## src/rtl/uart_pkg.sv

```systemverilog
// Shared types and helpers for the configurable UART receiver:
// parity modes, receiver states, mid-bit count and parity check.
package uart_pkg;

    typedef enum logic [1:0] {
        PAR_NONE = 2'd0,
        PAR_ODD  = 2'd1,
        PAR_EVEN = 2'd2
    } parity_mode_e;

    typedef enum logic [2:0] {
        S_IDLE      = 3'd0,
        S_START     = 3'd1,
        S_DATA      = 3'd2,
        S_PARITY    = 3'd3,
        S_STOP      = 3'd4,
        S_WAIT_IDLE = 3'd5
    } rx_state_e;

    function automatic int mid_bit_count(input int clks_per_bit);
        return (clks_per_bit - 1) / 2;
    endfunction

    // Data is zero-extended to 9 bits, so unused upper bits do not disturb the XOR.
    function automatic logic parity_error(input logic [8:0] data,
                                          input logic sample,
                                          input parity_mode_e mode);
        logic sum_s;
        sum_s = (^data) ^ sample;
        case (mode)
            PAR_ODD:  return ~sum_s;
            PAR_EVEN: return sum_s;
            default:  return 1'b0;
        endcase
    endfunction

endpackage

```

## src/rtl/uart_sync.sv

```systemverilog
// Multi-flop synchroniser for an asynchronous single-bit input,
// with a configurable reset value (1 for an idle-high serial line).
module uart_sync #(
    parameter int   STAGES    = 2,
    parameter logic RESET_VAL = 1'b1
) (
    input  logic clk,
    input  logic rst,
    input  logic d,
    output logic q
);

    logic [STAGES-1:0] sync_r;

    // shift the asynchronous input through the synchroniser chain
    always_ff @(posedge clk) begin
        if (rst) begin
            sync_r <= {STAGES{RESET_VAL}};
        end else begin
            sync_r <= {sync_r[STAGES-2:0], d};
        end
    end

    assign q = sync_r[STAGES-1];

endmodule

```

## src/rtl/uart_rx_cfg.sv

```systemverilog
// Configurable UART receiver: DATA_BITS data, optional parity, 1 or 2 stop bits,
// start-glitch rejection, parity/framing flags and break detection.
module uart_rx_cfg
    import uart_pkg::*;
#(
    parameter int CLKS_PER_BIT = 104,
    parameter int DATA_BITS    = 8,
    parameter int PARITY       = 0,
    parameter int STOP_BITS    = 1,
    parameter int SYNC_STAGES  = 2
) (
    input  logic                 clk,
    input  logic                 rst,
    input  logic                 rx,
    output logic [DATA_BITS-1:0] data_out,
    output logic                 data_valid,
    output logic                 parity_err,
    output logic                 frame_err,
    output logic                 break_det,
    output logic                 busy
);

    localparam int           CNT_W    = $clog2(CLKS_PER_BIT);
    localparam int           BIT_W    = $clog2(DATA_BITS + 1);
    localparam int           MID      = mid_bit_count(CLKS_PER_BIT);
    localparam logic [CNT_W-1:0] CNT_MID  = CNT_W'(MID);
    localparam logic [CNT_W-1:0] CNT_LAST = CNT_W'(CLKS_PER_BIT - 1);
    localparam logic [BIT_W-1:0] DATA_LAST = BIT_W'(DATA_BITS - 1);
    localparam logic [BIT_W-1:0] STOP_LAST = BIT_W'(STOP_BITS - 1);
    localparam parity_mode_e PAR_MODE = parity_mode_e'(PARITY[1:0]);

    logic                 rxs_s;
    rx_state_e            state_r, state_n;
    logic [CNT_W-1:0]     clk_cnt_r, clk_cnt_n;
    logic [BIT_W-1:0]     bit_cnt_r, bit_cnt_n;
    logic [DATA_BITS-1:0] shift_r, shift_n;
    logic                 par_err_r, par_err_n;
    logic                 frm_err_r, frm_err_n;
    logic                 brk_r, brk_n;
    logic                 tick_s;
    logic                 done_s;

    uart_sync #(
        .STAGES    (SYNC_STAGES),
        .RESET_VAL (1'b1)
    ) u_sync (
        .clk (clk),
        .rst (rst),
        .d   (rx),
        .q   (rxs_s)
    );

    // The start bit is sampled at mid-bit; every later bit one full period after the previous sample.
    assign tick_s = (state_r == S_START) ? (clk_cnt_r == CNT_MID) : (clk_cnt_r == CNT_LAST);

    // next-state, bit timing and frame accumulation
    always_comb begin
        state_n   = state_r;
        clk_cnt_n = {CNT_W{1'b0}};
        bit_cnt_n = bit_cnt_r;
        shift_n   = shift_r;
        par_err_n = par_err_r;
        frm_err_n = frm_err_r;
        brk_n     = brk_r;
        done_s    = 1'b0;

        if ((state_r == S_IDLE) || (state_r == S_WAIT_IDLE) || tick_s) begin
            clk_cnt_n = {CNT_W{1'b0}};
        end else begin
            clk_cnt_n = clk_cnt_r + CNT_W'(1);
        end

        case (state_r)
            S_IDLE: begin
                if (!rxs_s) begin
                    state_n   = S_START;
                    bit_cnt_n = {BIT_W{1'b0}};
                    par_err_n = 1'b0;
                    frm_err_n = 1'b0;
                    brk_n     = 1'b0;
                end else begin
                    state_n = S_IDLE;
                end
            end
            S_START: begin
                if (tick_s) begin
                    state_n = rxs_s ? S_IDLE : S_DATA;
                end else begin
                    state_n = S_START;
                end
            end
            S_DATA: begin
                if (tick_s) begin
                    shift_n = {rxs_s, shift_r[DATA_BITS-1:1]};
                    if (bit_cnt_r == DATA_LAST) begin
                        bit_cnt_n = {BIT_W{1'b0}};
                        state_n   = (PAR_MODE != PAR_NONE) ? S_PARITY : S_STOP;
                    end else begin
                        bit_cnt_n = bit_cnt_r + BIT_W'(1);
                    end
                end else begin
                    state_n = S_DATA;
                end
            end
            S_PARITY: begin
                if (tick_s) begin
                    par_err_n = parity_error(9'(shift_r), rxs_s, PAR_MODE);
                    state_n   = S_STOP;
                end else begin
                    state_n = S_PARITY;
                end
            end
            S_STOP: begin
                if (tick_s) begin
                    frm_err_n = frm_err_r | ~rxs_s;
                    if (bit_cnt_r == {BIT_W{1'b0}}) begin
                        brk_n = (shift_r == {DATA_BITS{1'b0}}) & ~rxs_s;
                    end else begin
                        brk_n = brk_r;
                    end
                    if (bit_cnt_r == STOP_LAST) begin
                        done_s    = 1'b1;
                        bit_cnt_n = {BIT_W{1'b0}};
                        // a line still low after the frame must return high before a new start
                        state_n   = rxs_s ? S_IDLE : S_WAIT_IDLE;
                    end else begin
                        bit_cnt_n = bit_cnt_r + BIT_W'(1);
                    end
                end else begin
                    state_n = S_STOP;
                end
            end
            S_WAIT_IDLE: begin
                if (rxs_s) begin
                    state_n = S_IDLE;
                end else begin
                    state_n = S_WAIT_IDLE;
                end
            end
            default: begin
                state_n = S_IDLE;
            end
        endcase
    end

    // state, counters and frame accumulators
    always_ff @(posedge clk) begin
        if (rst) begin
            state_r   <= S_IDLE;
            clk_cnt_r <= {CNT_W{1'b0}};
            bit_cnt_r <= {BIT_W{1'b0}};
            shift_r   <= {DATA_BITS{1'b0}};
            par_err_r <= 1'b0;
            frm_err_r <= 1'b0;
            brk_r     <= 1'b0;
        end else begin
            state_r   <= state_n;
            clk_cnt_r <= clk_cnt_n;
            bit_cnt_r <= bit_cnt_n;
            shift_r   <= shift_n;
            par_err_r <= par_err_n;
            frm_err_r <= frm_err_n;
            brk_r     <= brk_n;
        end
    end

    // registered outputs; data and flags load only on frame completion
    always_ff @(posedge clk) begin
        if (rst) begin
            data_out   <= {DATA_BITS{1'b0}};
            data_valid <= 1'b0;
            parity_err <= 1'b0;
            frame_err  <= 1'b0;
            break_det  <= 1'b0;
            busy       <= 1'b0;
        end else begin
            data_valid <= done_s;
            busy       <= (state_n != S_IDLE);
            if (done_s) begin
                data_out   <= shift_r;
                parity_err <= par_err_n;
                frame_err  <= frm_err_n;
                break_det  <= brk_n;
            end
        end
    end

endmodule

```

## config.mk

```make
export PLATFORM = sky130hd
export DESIGN_NAME = uart_rx_cfg
export DESIGN_NICKNAME = d
export VERILOG_FILES = /design/src/rtl/uart_pkg.sv /design/src/rtl/uart_sync.sv /design/src/rtl/uart_rx_cfg.sv
export SDC_FILE = /design/constraint.sdc
export NUM_CORES = 1
export LEC_CHECK = 0
export BUFFER_PORTS_ARGS = -buffer_cell sky130_fd_sc_hd__buf_2
export CAP_MARGIN = 25
export CORE_MARGIN = 2
export CORE_UTILIZATION = 50
export DETAILED_ROUTE_END_ITERATION = 10
export PLACE_DENSITY = 0.69
export SLEW_MARGIN = 40
export SYNTH_ARGS = -nofsm -noshare
export SYNTH_HDL_FRONTEND = slang
export SYNTH_SLANG_ARGS = --single-unit
export TNS_END_PERCENT = 30
```

## constraint.sdc

```tcl
create_clock -name clk -period 2.2 [get_ports clk]
set_input_delay 0.33 -clock clk [delete_from_list [all_inputs] [get_ports clk]]
set_output_delay 0.33 -clock clk [all_outputs]
set_load 0.02 [all_outputs]
```

; ---- Word level (Yosys, flattened, before mapping)
; Cells that the tools add are included.
[totals]
reg_bits = 40
[classes]
n_addsub = 2
n_bitwise = 3
mux = 30
n_eq_ne = 11
n_reduce_logical = 10
[op_table]
columns = op, n
row1 = 2-to-1 mux 4 bit, 5
row2 = 2-to-1 mux 3 bit, 6
row3 = one-hot mux 3 bit (6 select lines), 1
row4 = 2-to-1 mux 1 bit, 12
row5 = one-hot mux 4 bit (3 select lines), 1
row6 = zero test 8 bit, 1
row7 = adder 7 x 1 -> 7 bit (second input constant), 1
row8 = == test 7 x 6 -> 1 bit (second input constant), 1
row9 = == test 7 bit (second input constant), 1
row10 = == test 3 x 2 -> 1 bit (second input constant), 2
row11 = == test 3 bit (second input constant), 2
row12 = inequality test 2 bit (second input constant), 3
row13 = one-hot mux 1 bit (2 select lines), 3
row14 = nonzero test 3 bit, 2
row15 = adder 4 x 1 -> 4 bit (second input constant), 1
row16 = == test 4 x 3 -> 1 bit (second input constant), 1
row17 = zero test 4 bit, 1
row18 = 2-to-1 mux 2 bit, 2
row19 = AND reduction 4 bit, 1
row20 = == test 3 x 1 -> 1 bit (second input constant), 1
row21 = zero test 3 bit, 1
row22 = logical OR 1 bit, 2
row23 = AND reduction 2 bit, 1
row24 = OR reduction 2 bit, 1
row25 = other kinds (3), 3

; ---- Longest topological paths before layout
; Gate-level depths: netlist of the first run.
[logic_depth]
ltp_word = 5
mapped_depth = 8
depth_no_buf = 7

; ---- Hierarchy
; Synthesis of the first run repeated with hierarchy kept, for this count alone.
[hier_totals]
cells_unflattened = 178
hier_area_um2 = 1699.1
[modules_own_cells]
columns = module, instances, cells_each, area_per_inst_um2
row1 = uart_rx_cfg, 1, 174, 1646.6
row2 = uart_sync, 1, 4, 52.6

; ---- Worst setup path after synthesis of the first run
; No wires, ideal clock.
[synth_timing]
path_kind = flip-flop to flip-flop
start = register state_r[1]
end = register data_out[5]
n_path_buf = 1
arrival_ns = 1.757
synth_period_minus_slack_ns = 1.884
t_required_ns = 2.072
stages_incl_launch_ff = 7
path_slack_ns = 0.316
cell_sequence = dfxtp_1 nor3b_1 mux2_4 nor3_2 buf_4 mux2i_1 nor2_1
[synth_between]
elab_chain_len = 4
[synth_lines]
columns = item, line_no
row1 = "start, declared", uart_rx_cfg.sv:33  ; rx_state_e state_r, state_n;
row2 = "start signal, assigned", uart_rx_cfg.sv:157  ; state_r <= state_n;
row3 = == test 3 x 1 -> 1 bit, uart_rx_cfg.sv:54  ; assign tick_s = (state_r == S_START) ? (clk_cnt_r == CNT_MID) : (clk_cnt_r == CNT_LAST);
row4 = 2-to-1 mux 1 bit, uart_rx_cfg.sv:54
row5 = 2-to-1 mux 1 bit, uart_rx_cfg.sv:114  ; if (tick_s) begin
row6 = 2-to-1 mux 1 bit *, uart_rx_cfg.sv:73  ; case (state_r)
row7 = "end signal, assigned", uart_rx_cfg.sv:170  ; data_out <= {DATA_BITS{1'b0}};
row8 = "end signal, assigned", uart_rx_cfg.sv:180  ; data_out <= shift_r;
row9 = "end, declared", uart_rx_cfg.sv:15  ; output logic [DATA_BITS-1:0] data_out,
; Mark *: on every way between the ends. The rest lies on a longest branch, timed or not.
; A chain may end at the register's enable or synchronous reset.

; ---- Worst setup path in the final report of the first run
[layout_timing]
start = register state_r[0]
end = register data_out[2]
; Same word-level chain as after synthesis.

==> reports/results.txt, run 1 <==
The number of nets handed over by synthesis was 203. After layout, the worst path uses 90.0% of the clock period. Dividing the synthesized area by the synthesized cell count gives 9.04 um^2.

Power spread over the standard cell area amounts to 563 nW/um^2. In this run the cell area measured after placement is 1950 um^2. Summed over its instances, the top area cell type makes up 43.9% of the synthesized netlist area.

In this run switching power makes up 24.8% of total power. Summed over all layers, the global routing overflow is 0. Source of the worst hold timing path: rx. The final standard cell utilization of the core came out at 59.4%. The post-detailed-route wirelength per cell is 13.5 um, and the met1 global-route usage is 23.5%.

For the final standard cell area without fillers, the log shows 2010 um^2. The library cell used most frequently in the layout, excluding fill and tap cells, is sky130_fd_sc_hd__dfxtp_1. The run gives 2 as the number of H-tree levels.

The worst-case vdd ir drop was 0.406 mV; the wire length of the first global-routing pass was 6260 um. Cell internal power was estimated by the tool at 852 uW. The share of total power dissipated in sequential elements is 62.9%. The number of iterations in the first detailed-routing pass is 4. The worst setup path is captured at a flop. In this run the critical register-to-register path is captured at data_out[2]. The number of global-route vias before repair came out at 1396. The detailed router placed 1478 vias in this run. The run gives 43.9% as the post-synthesis sequential area ratio. The depth of the most critical reg-to-reg path came out at 6.

In this run the worst hold path is classified as input port to flop. The achievable clock frequency is 505 MHz, and the minimum setup slack among reg-to-reg paths is 220 ps. The slew at the pin closest to its max-slew limit works out to 536 ps. The number of placement rows is 21. Y dimension of the die: 63.7 um. Across the run, the number of max-cap violations was 0. Setup violations remaining at the end of the flow were counted as 0. For this run, global-route usage on met2 was measured as 33.0%. For the final number of max-transition violations, the log shows 0.

Dominant cell type by area after synthesis: sky130_fd_sc_hd__dfxtp_1. The analysis attributes to net switching a power of 281 uW. The run gives 2210 ps as the data arrival at the endpoint of the critical path.

16 I/O pins were placed. Setup repair after global routing left no endpoint under its margin. After synthesis, the cell types taking the most area are sky130_fd_sc_hd__dfxtp_1, sky130_fd_sc_hd__mux2i_1, sky130_fd_sc_hd__nor2_1. The final count of hold timing violations is 0, and the placeable core region is 3390 um^2. Global routing consumed, over all layers together, 19.9% of the routing resources. The logs give 197 for the gate count after technology mapping and 2 for the buffer levels on the longest clock path.

Overall routed net length: 3600 um. The layout net count was 226. The ratio of cells with drive above 1 in the final layout is 19.9%, and the total number of clock tree sinks is 39. Kind of critical path: flop to flop. The clock network burns 33.6% of the power.

Most heavily used metal layer in global routing: met2. The tools report the source-to-sink clock delay at the later pin of the worst-skew pair as 360 ps. The tools report the number of setup buffers added after CTS as 0. The cell sitting at the root of the clock tree is a sky130_fd_sc_hd__clkbuf_4. The count of unresolved DRC violations after routing was 0. Between clock sinks in the finished design, the worst skew comes to 11.7 ps. Clock-pin slew was measured on the worst setup and hold paths at 120 ps.

The worst hold path terminates at u_sync.sync_r[0]. The library cells used most frequently in the layout, excluding fill and tap cells, are sky130_fd_sc_hd__dfxtp_1, sky130_fd_sc_hd__nor2_1, sky130_fd_sc_hd__mux2i_1, sky130_fd_sc_hd__buf_2, sky130_fd_sc_hd__nand2_1. TritonCTS built the clock tree. Combinational logic burns 3.5% of the power.

The effective utilization at floorplan came out at 52.5%. The number of warnings reported in the yosys synthesis log was 0; the post-cts hold buffer count was 0. 0 antenna diodes ended up in the layout. The flip-flop and latch count after synthesis is 39. Subtracting the final worst setup slack from the clock period gives 1980 ps. The flow ran to the end, and the final reports show no timing, DRC or antenna violations. In this run the remaining antenna-violating nets after routing total 0. Port buffering added 15 buffers. The number of DRC markers after the initial detailed-route iteration came out at 66. The tools report the final weighted congestion in routability-driven placement as 0.839. After detailed routing, the number of vias per cell comes to 5.54.

Of all nets on the critical path, the largest fanout is 9. The tools report the relative slew slack as 63.7%. The worst register-to-register path begins at state_r[0].

The number of buffers added by the clock tree synthesis step was 5. For the worst setup path, the data required time is 2430 ps. Along the worst hold path, the cell count comes to 2.

Number of antenna violations at the first check in global routing: 0. Summed over all cells, the static leakage comes to 0.000780 uW. The die covers 4050 um^2.

Entering global routing, the biggest net connects 29 pins. The post-synthesis cell type count is 44, and the horizontal die dimension is 63.7 um. STA classifies the critical path startpoint as a flop.

The layout overhead on the synthesized area is 13.0%, and the setup TNS is 0 ps. The run gives 2690 um as the HPWL after detailed placement. Gates resized during post-CTS repair numbered 0.

The synthesized netlist occupies a cell area of 1780 um^2. The met3 usage came out at 6.07%.
worst max-delay path, stage by stage (launching register included):
cell	delay, ps
sky130_fd_sc_hd__dfxtp_1	350
sky130_fd_sc_hd__nor3b_1	440
sky130_fd_sc_hd__mux2_4	400
sky130_fd_sc_hd__nor3_2	200
sky130_fd_sc_hd__buf_4	210
sky130_fd_sc_hd__mux2i_1	200
sky130_fd_sc_hd__nor2_1	50
layer usage:
layer  vias up  share of wire [%]
li1        743                  -
met1       682                 44
met2        42                 48
met3        11                5.2
met4         0                2.3
met5         -                  0
power groups by stage:
stage               Combinational (uW)  Sequential (uW)  Clock, uW
finish                            39.8              713        381
global route                      44.4              714        417
CTS                               39.8              713        391
detailed placement                39.6              729          0
global placement                  38.4              729          0
floorplan                         28.0              729          0
how the worst max path moves through the flow:
stage / to / slack, ps / startpoint / cells past startpoint
2_1_floorplan: data_out[5] / 320 / state_r[1] / 6
3_3_place_gp: data_out[0] / 280 / state_r[0] / 6
3_5_place_dp: data_out[2] / 250 / state_r[0] / 6
4_1_cts: data_out[2] / 220 / state_r[0] / 6
5_1_grt: data_out[2] / 70 / state_r[0] / 6
6_report: data_out[2] / 220 / state_r[0] / 6
layout make-up:
cell class,count,area [um^2]
clock buffers,5,37.5
clock inverters,3,23.8
fillers,291,1380
inverters,7,26.3
multi-input cells,142,936
flip-flops and latches,39,781
well taps,46,57.6
repair buffers,25,150
sequential cells by signal, summed over array words and instances (netlist names):
| name | flops |
|---|---|
| par_err_r | 1 |
| state_r | 3 |
| frame_err | 1 |
| break_det | 1 |
| data_valid | 1 |
| frm_err_r | 1 |
| clk_cnt_r | 7 |
| bit_cnt_r | 4 |
| u_sync.sync_r | 2 |
| parity_err | 1 |
| shift_r | 8 |
| busy | 1 |
| data_out | 8 |
through the flow:
stage	power [uW]	instances	setup slack, ps	hold WS (ps)
floorplan	757	197	316	389
global placement	767	259	280	394
detailed placement	769	259	249	395
CTS	1140	267	217	137
global route	1180	267	69.2	134
finish	1130	267	219	151
cell usage after synthesis (all sizes together):
| library cell | n |
|---|---|
| dfxtp | 39 |
| nor2 | 30 |
| mux2i | 17 |
| nand2 | 14 |
| a21oi | 7 |
| clkbuf | 7 |
| inv | 7 |
| nor3 | 7 |
| nand3 | 6 |
| nor3b | 5 |
| nor4 | 5 |
| o211ai | 4 |
| o21ai | 4 |
| or2 | 4 |
| xnor2 | 4 |
| ha | 3 |
| nand2b | 3 |
| nand3b | 3 |
| xor2 | 3 |
| a22oi | 2 |
| buf | 2 |
| o31a | 2 |
| o31ai | 2 |
| or3b | 2 |
| a31o | 1 |
| a32oi | 1 |
| a41oi | 1 |
| and3 | 1 |
| mux2 | 1 |
| nand4 | 1 |
| nor2b | 1 |
| nor4b | 1 |
| o2111ai | 1 |
| o211a | 1 |
| o21ba | 1 |
| o221ai | 1 |
| o22ai | 1 |
| o32ai | 1 |
| o41ai | 1 |
kinds of logic (layout without fill, tap and decap cells):
group,Yosys count,after routing,synth area share [%]
buffers and inverters,16,40,3.58
DFF,39,39,43.9
AOI/OAI and AO/OA,31,31,12.4
and+or+nand+nor,83,83,24.2
adders and majority gates,3,3,2.11
xor gates and xnor gates,7,7,3.44
muxes,18,18,10.4
(Power assumes the default switching activity.)
==> inputs of run 2 (changes only) <==
- CELL_PAD_IN_SITES_DETAIL_PLACEMENT: unset -> 2
- CELL_PAD_IN_SITES_GLOBAL_PLACEMENT: unset -> 2
- CORE_UTILIZATION: 50 -> 36
- PLACE_DENSITY: 0.69 -> unset
- PLACE_DENSITY_LB_ADDON: unset -> 0.1
- SLEW_MARGIN: 40 -> 20
==> reports/results.txt, run 2 (synthesis results as in run 1) <==
The run finished with clean final reports. The worst hold path endpoint is u_sync.sync_r[0]. The relative slew slack is 59.8% (-3.9 points), and the number of placement rows is 25 (+19%). CTS placed an instance of sky130_fd_sc_hd__clkbuf_8 at the clock tree root. The slowest stage of the critical path is the sky130_fd_sc_hd__dfxtp_1 cell.

Final count of hold timing violations: 0 (unchanged). Leaving out fill and tap cells, the most frequent cell in the layout is sky130_fd_sc_hd__dfxtp_1. The run gives 39 (unchanged) as the total number of clock tree sinks.

The run gives 1980 um^2 (+1.7%) as the total cell area at the placement stage. The run gives 4680 um (+30%) as the overall routed net length. The tools report the count of vias placed by the detailed router as 1544 (+4.5%). The run gives 3420 um (+27%) as the HPWL after detailed placement. STA classifies the critical path endpoint as a flop.

The number of antenna violations at the first check in global routing was 0 (unchanged). The worst setup path is launched from a flop. The critical path goes through or3b_1, mux2_4, o31a_1, o21ai_0, o211ai_1. Reg-to-reg endpoint: busy. The run gives 250 ps (+30 ps) as the minimum setup slack among reg-to-reg paths. The worst hold path begins at rx.

The number of global-route vias before repair is 1629 (+17%), and the number of H-tree levels is 2 (unchanged). TritonCTS built the clock tree. The final standard cell utilization of the core is 43.7% (-16 points), and the depth of the most critical reg-to-reg path is 5 (-1). The final count of negative-setup-slack endpoints was 0 (unchanged); the horizontal die dimension was 74.3 um (+17%). The largest registers in the layout are data_out x8, shift_r x8, clk_cnt_r x7.

The number of iterations in the first detailed-routing pass was 4 (unchanged); the ratio of cells with drive above 1 in the final layout was 19.8% (-0.090 points). The post-CTS resize count is 0 (unchanged), and the maximum number of pins on one net before global-route repair is 29 (unchanged). The port buffer count was 15 (unchanged). The logs give 0 (unchanged) for the count of unresolved DRC violations after routing and 0 (unchanged) for the number of max-cap violations. Compared with the post-synthesis result, the final layout area differs by 16.8%. Clock period minus worst slack: 1950 ps (-26.6 ps). The slew at the pin closest to its max-slew limit was 594 ps (+58.1 ps).

The number of setup buffers added after CTS came out at 0 (unchanged). The run gives 0 (unchanged) as the aggregate global routing overflow. The power per unit of standard cell area came out at 607 nW/um^2 (+7.8%). The leakage power of the design is 0.000806 uW (+3.3%). For the effective utilization at floorplan, the log shows 37.4% (-15 points).

For the data required time at the worst endpoint, the log shows 2360 ps (-70 ps). The wire length of the first global-routing pass is 8050 um (+29%), and the final weighted congestion in routability-driven placement is 0.888 (+5.9%). The cell depth of the worst hold path was 2 (unchanged); the final number of max-transition violations was 0 (unchanged). The worst setup skew after layout is 6.33 ps (-5.33 ps), and the buffer levels on the longest clock path is 2 (unchanged). Critical register-to-register path startpoint: clk_cnt_r[4]. The layout net count is 227 (+0.44%), and the final critical-path share of the clock period is 88.8% (-1.2 points). The critical path is of the flop to flop type. The final standard cell area without fillers is 2080 um^2 (+3.4%), and the I/O pin count is 16 (unchanged). Number of inserted filler cells in the final layout: 554 (+90%).

The run gives 0 (unchanged) as the total inserted antenna cells. The number of nets with antenna violations after routing is 0 (unchanged). The logs give 512 MHz (+1.4%) for the achievable clock frequency and 224 ps (+73.9 ps) for the minimum hold slack. The run gives 5 (unchanged) as the number of buffers added by the clock tree synthesis step.

The post-detailed-route wirelength per cell was 16.2 um (+20%). The data arrival at the endpoint of the critical path was 2110 ps (-100 ps); the setup TNS was 0 ps (unchanged). The overall die area is 5520 um^2 (+36%), and the source-to-sink clock delay at the later pin of the worst-skew pair is 290 ps (-70 ps). The post-cts hold buffer count is 0 (unchanged), and the placeable core region is 4750 um^2 (+40%). The clock-pin slew on the worst setup and hold paths was 80 ps (-40 ps); the overall track demand over capacity in global routing was 19.1% (-0.74 points). Y dimension of the die: 74.3 um (+17%). The average vias per placed instance came out at 5.34 (-3.5%). In the layout the commonest cells are sky130_fd_sc_hd__dfxtp_1, sky130_fd_sc_hd__nor2_1, sky130_fd_sc_hd__mux2i_1, sky130_fd_sc_hd__buf_2, sky130_fd_sc_hd__nand2_1. The number of DRC markers after the initial detailed-route iteration was 37 (-44%).

Setup repair after global routing left no endpoint under its margin. The delay contributed by the slowest stage of the critical path is 400 ps (-40 ps), and the top fanout value on the critical path is 9 (unchanged). The worst-case vdd ir drop came out at 0.295 mV (-27%). Path category of the worst min-delay check: input port to flop.
[run 2: final cells by class]
| type | count | area [um^2] | area share [%] |
|---|---|---|---|
| clock buffers | 7 | 86.3 | 4.15 |
| clock inverters | 1 | 8.76 | 0.421 |
| well taps | 67 | 83.8 | 4.03 |
| multi-input cells | 142 | 936 | 45.0 |
| flip-flops and latches | 39 | 781 | 37.5 |
| repair buffers | 26 | 158 | 7.58 |
| inverters | 7 | 26.3 | 1.26 |
[run 2: stage by stage]
stage	total power, uW	std cells	setup slack (ps)
6_report	1260	289	246
5_1_grt	1320	289	9.95
4_1_cts	1280	289	230
3_5_place_dp	773	281	255
3_3_place_gp	772	281	334
2_1_floorplan	757	197	316
[run 2: per-layer routing]
metal  track usage, %  vias to the layer above  wire [um]
met3             3.79                        7        116
met5                0                        -          0
met2             31.5                       22       2360
met1             25.1                      772       2130
met4             6.55                        0         74
li1                 -                      743          -
[run 2: worst max path at each step]
stage	start	end	depth (start not counted)
after floorplan	state_r[1]	data_out[5]	6
after global placement	clk_cnt_r[4]	busy	5
after detailed placement	clk_cnt_r[4]	frame_err	6
after CTS	clk_cnt_r[4]	frame_err	6
after global routing	clk_cnt_r[4]	frame_err	6
final	clk_cnt_r[4]	busy	5
[run 2: report_power, final]
| group | leakage [uW] | total, uW | internal (uW) | switching, uW |
|---|---|---|---|---|
| clock | 0.0000484 | 506 | 257 | 249 |
| combinational | 0.000443 | 43.6 | 15.1 | 28.5 |
| sequential | 0.000315 | 713 | 710 | 3.57 |
| total | 0.000806 | 1260 | 982 | 281 |
[run 2: worst max-delay path: cells and delay by family (launching register included)]
| kind | cells | cell delay [ps] |
|---|---|---|
| DFF | 1 | 400 |
| AOI/OAI and AO/OA | 3 | 710 |
| and+or+nand+nor | 1 | 380 |
| muxes | 1 | 340 |
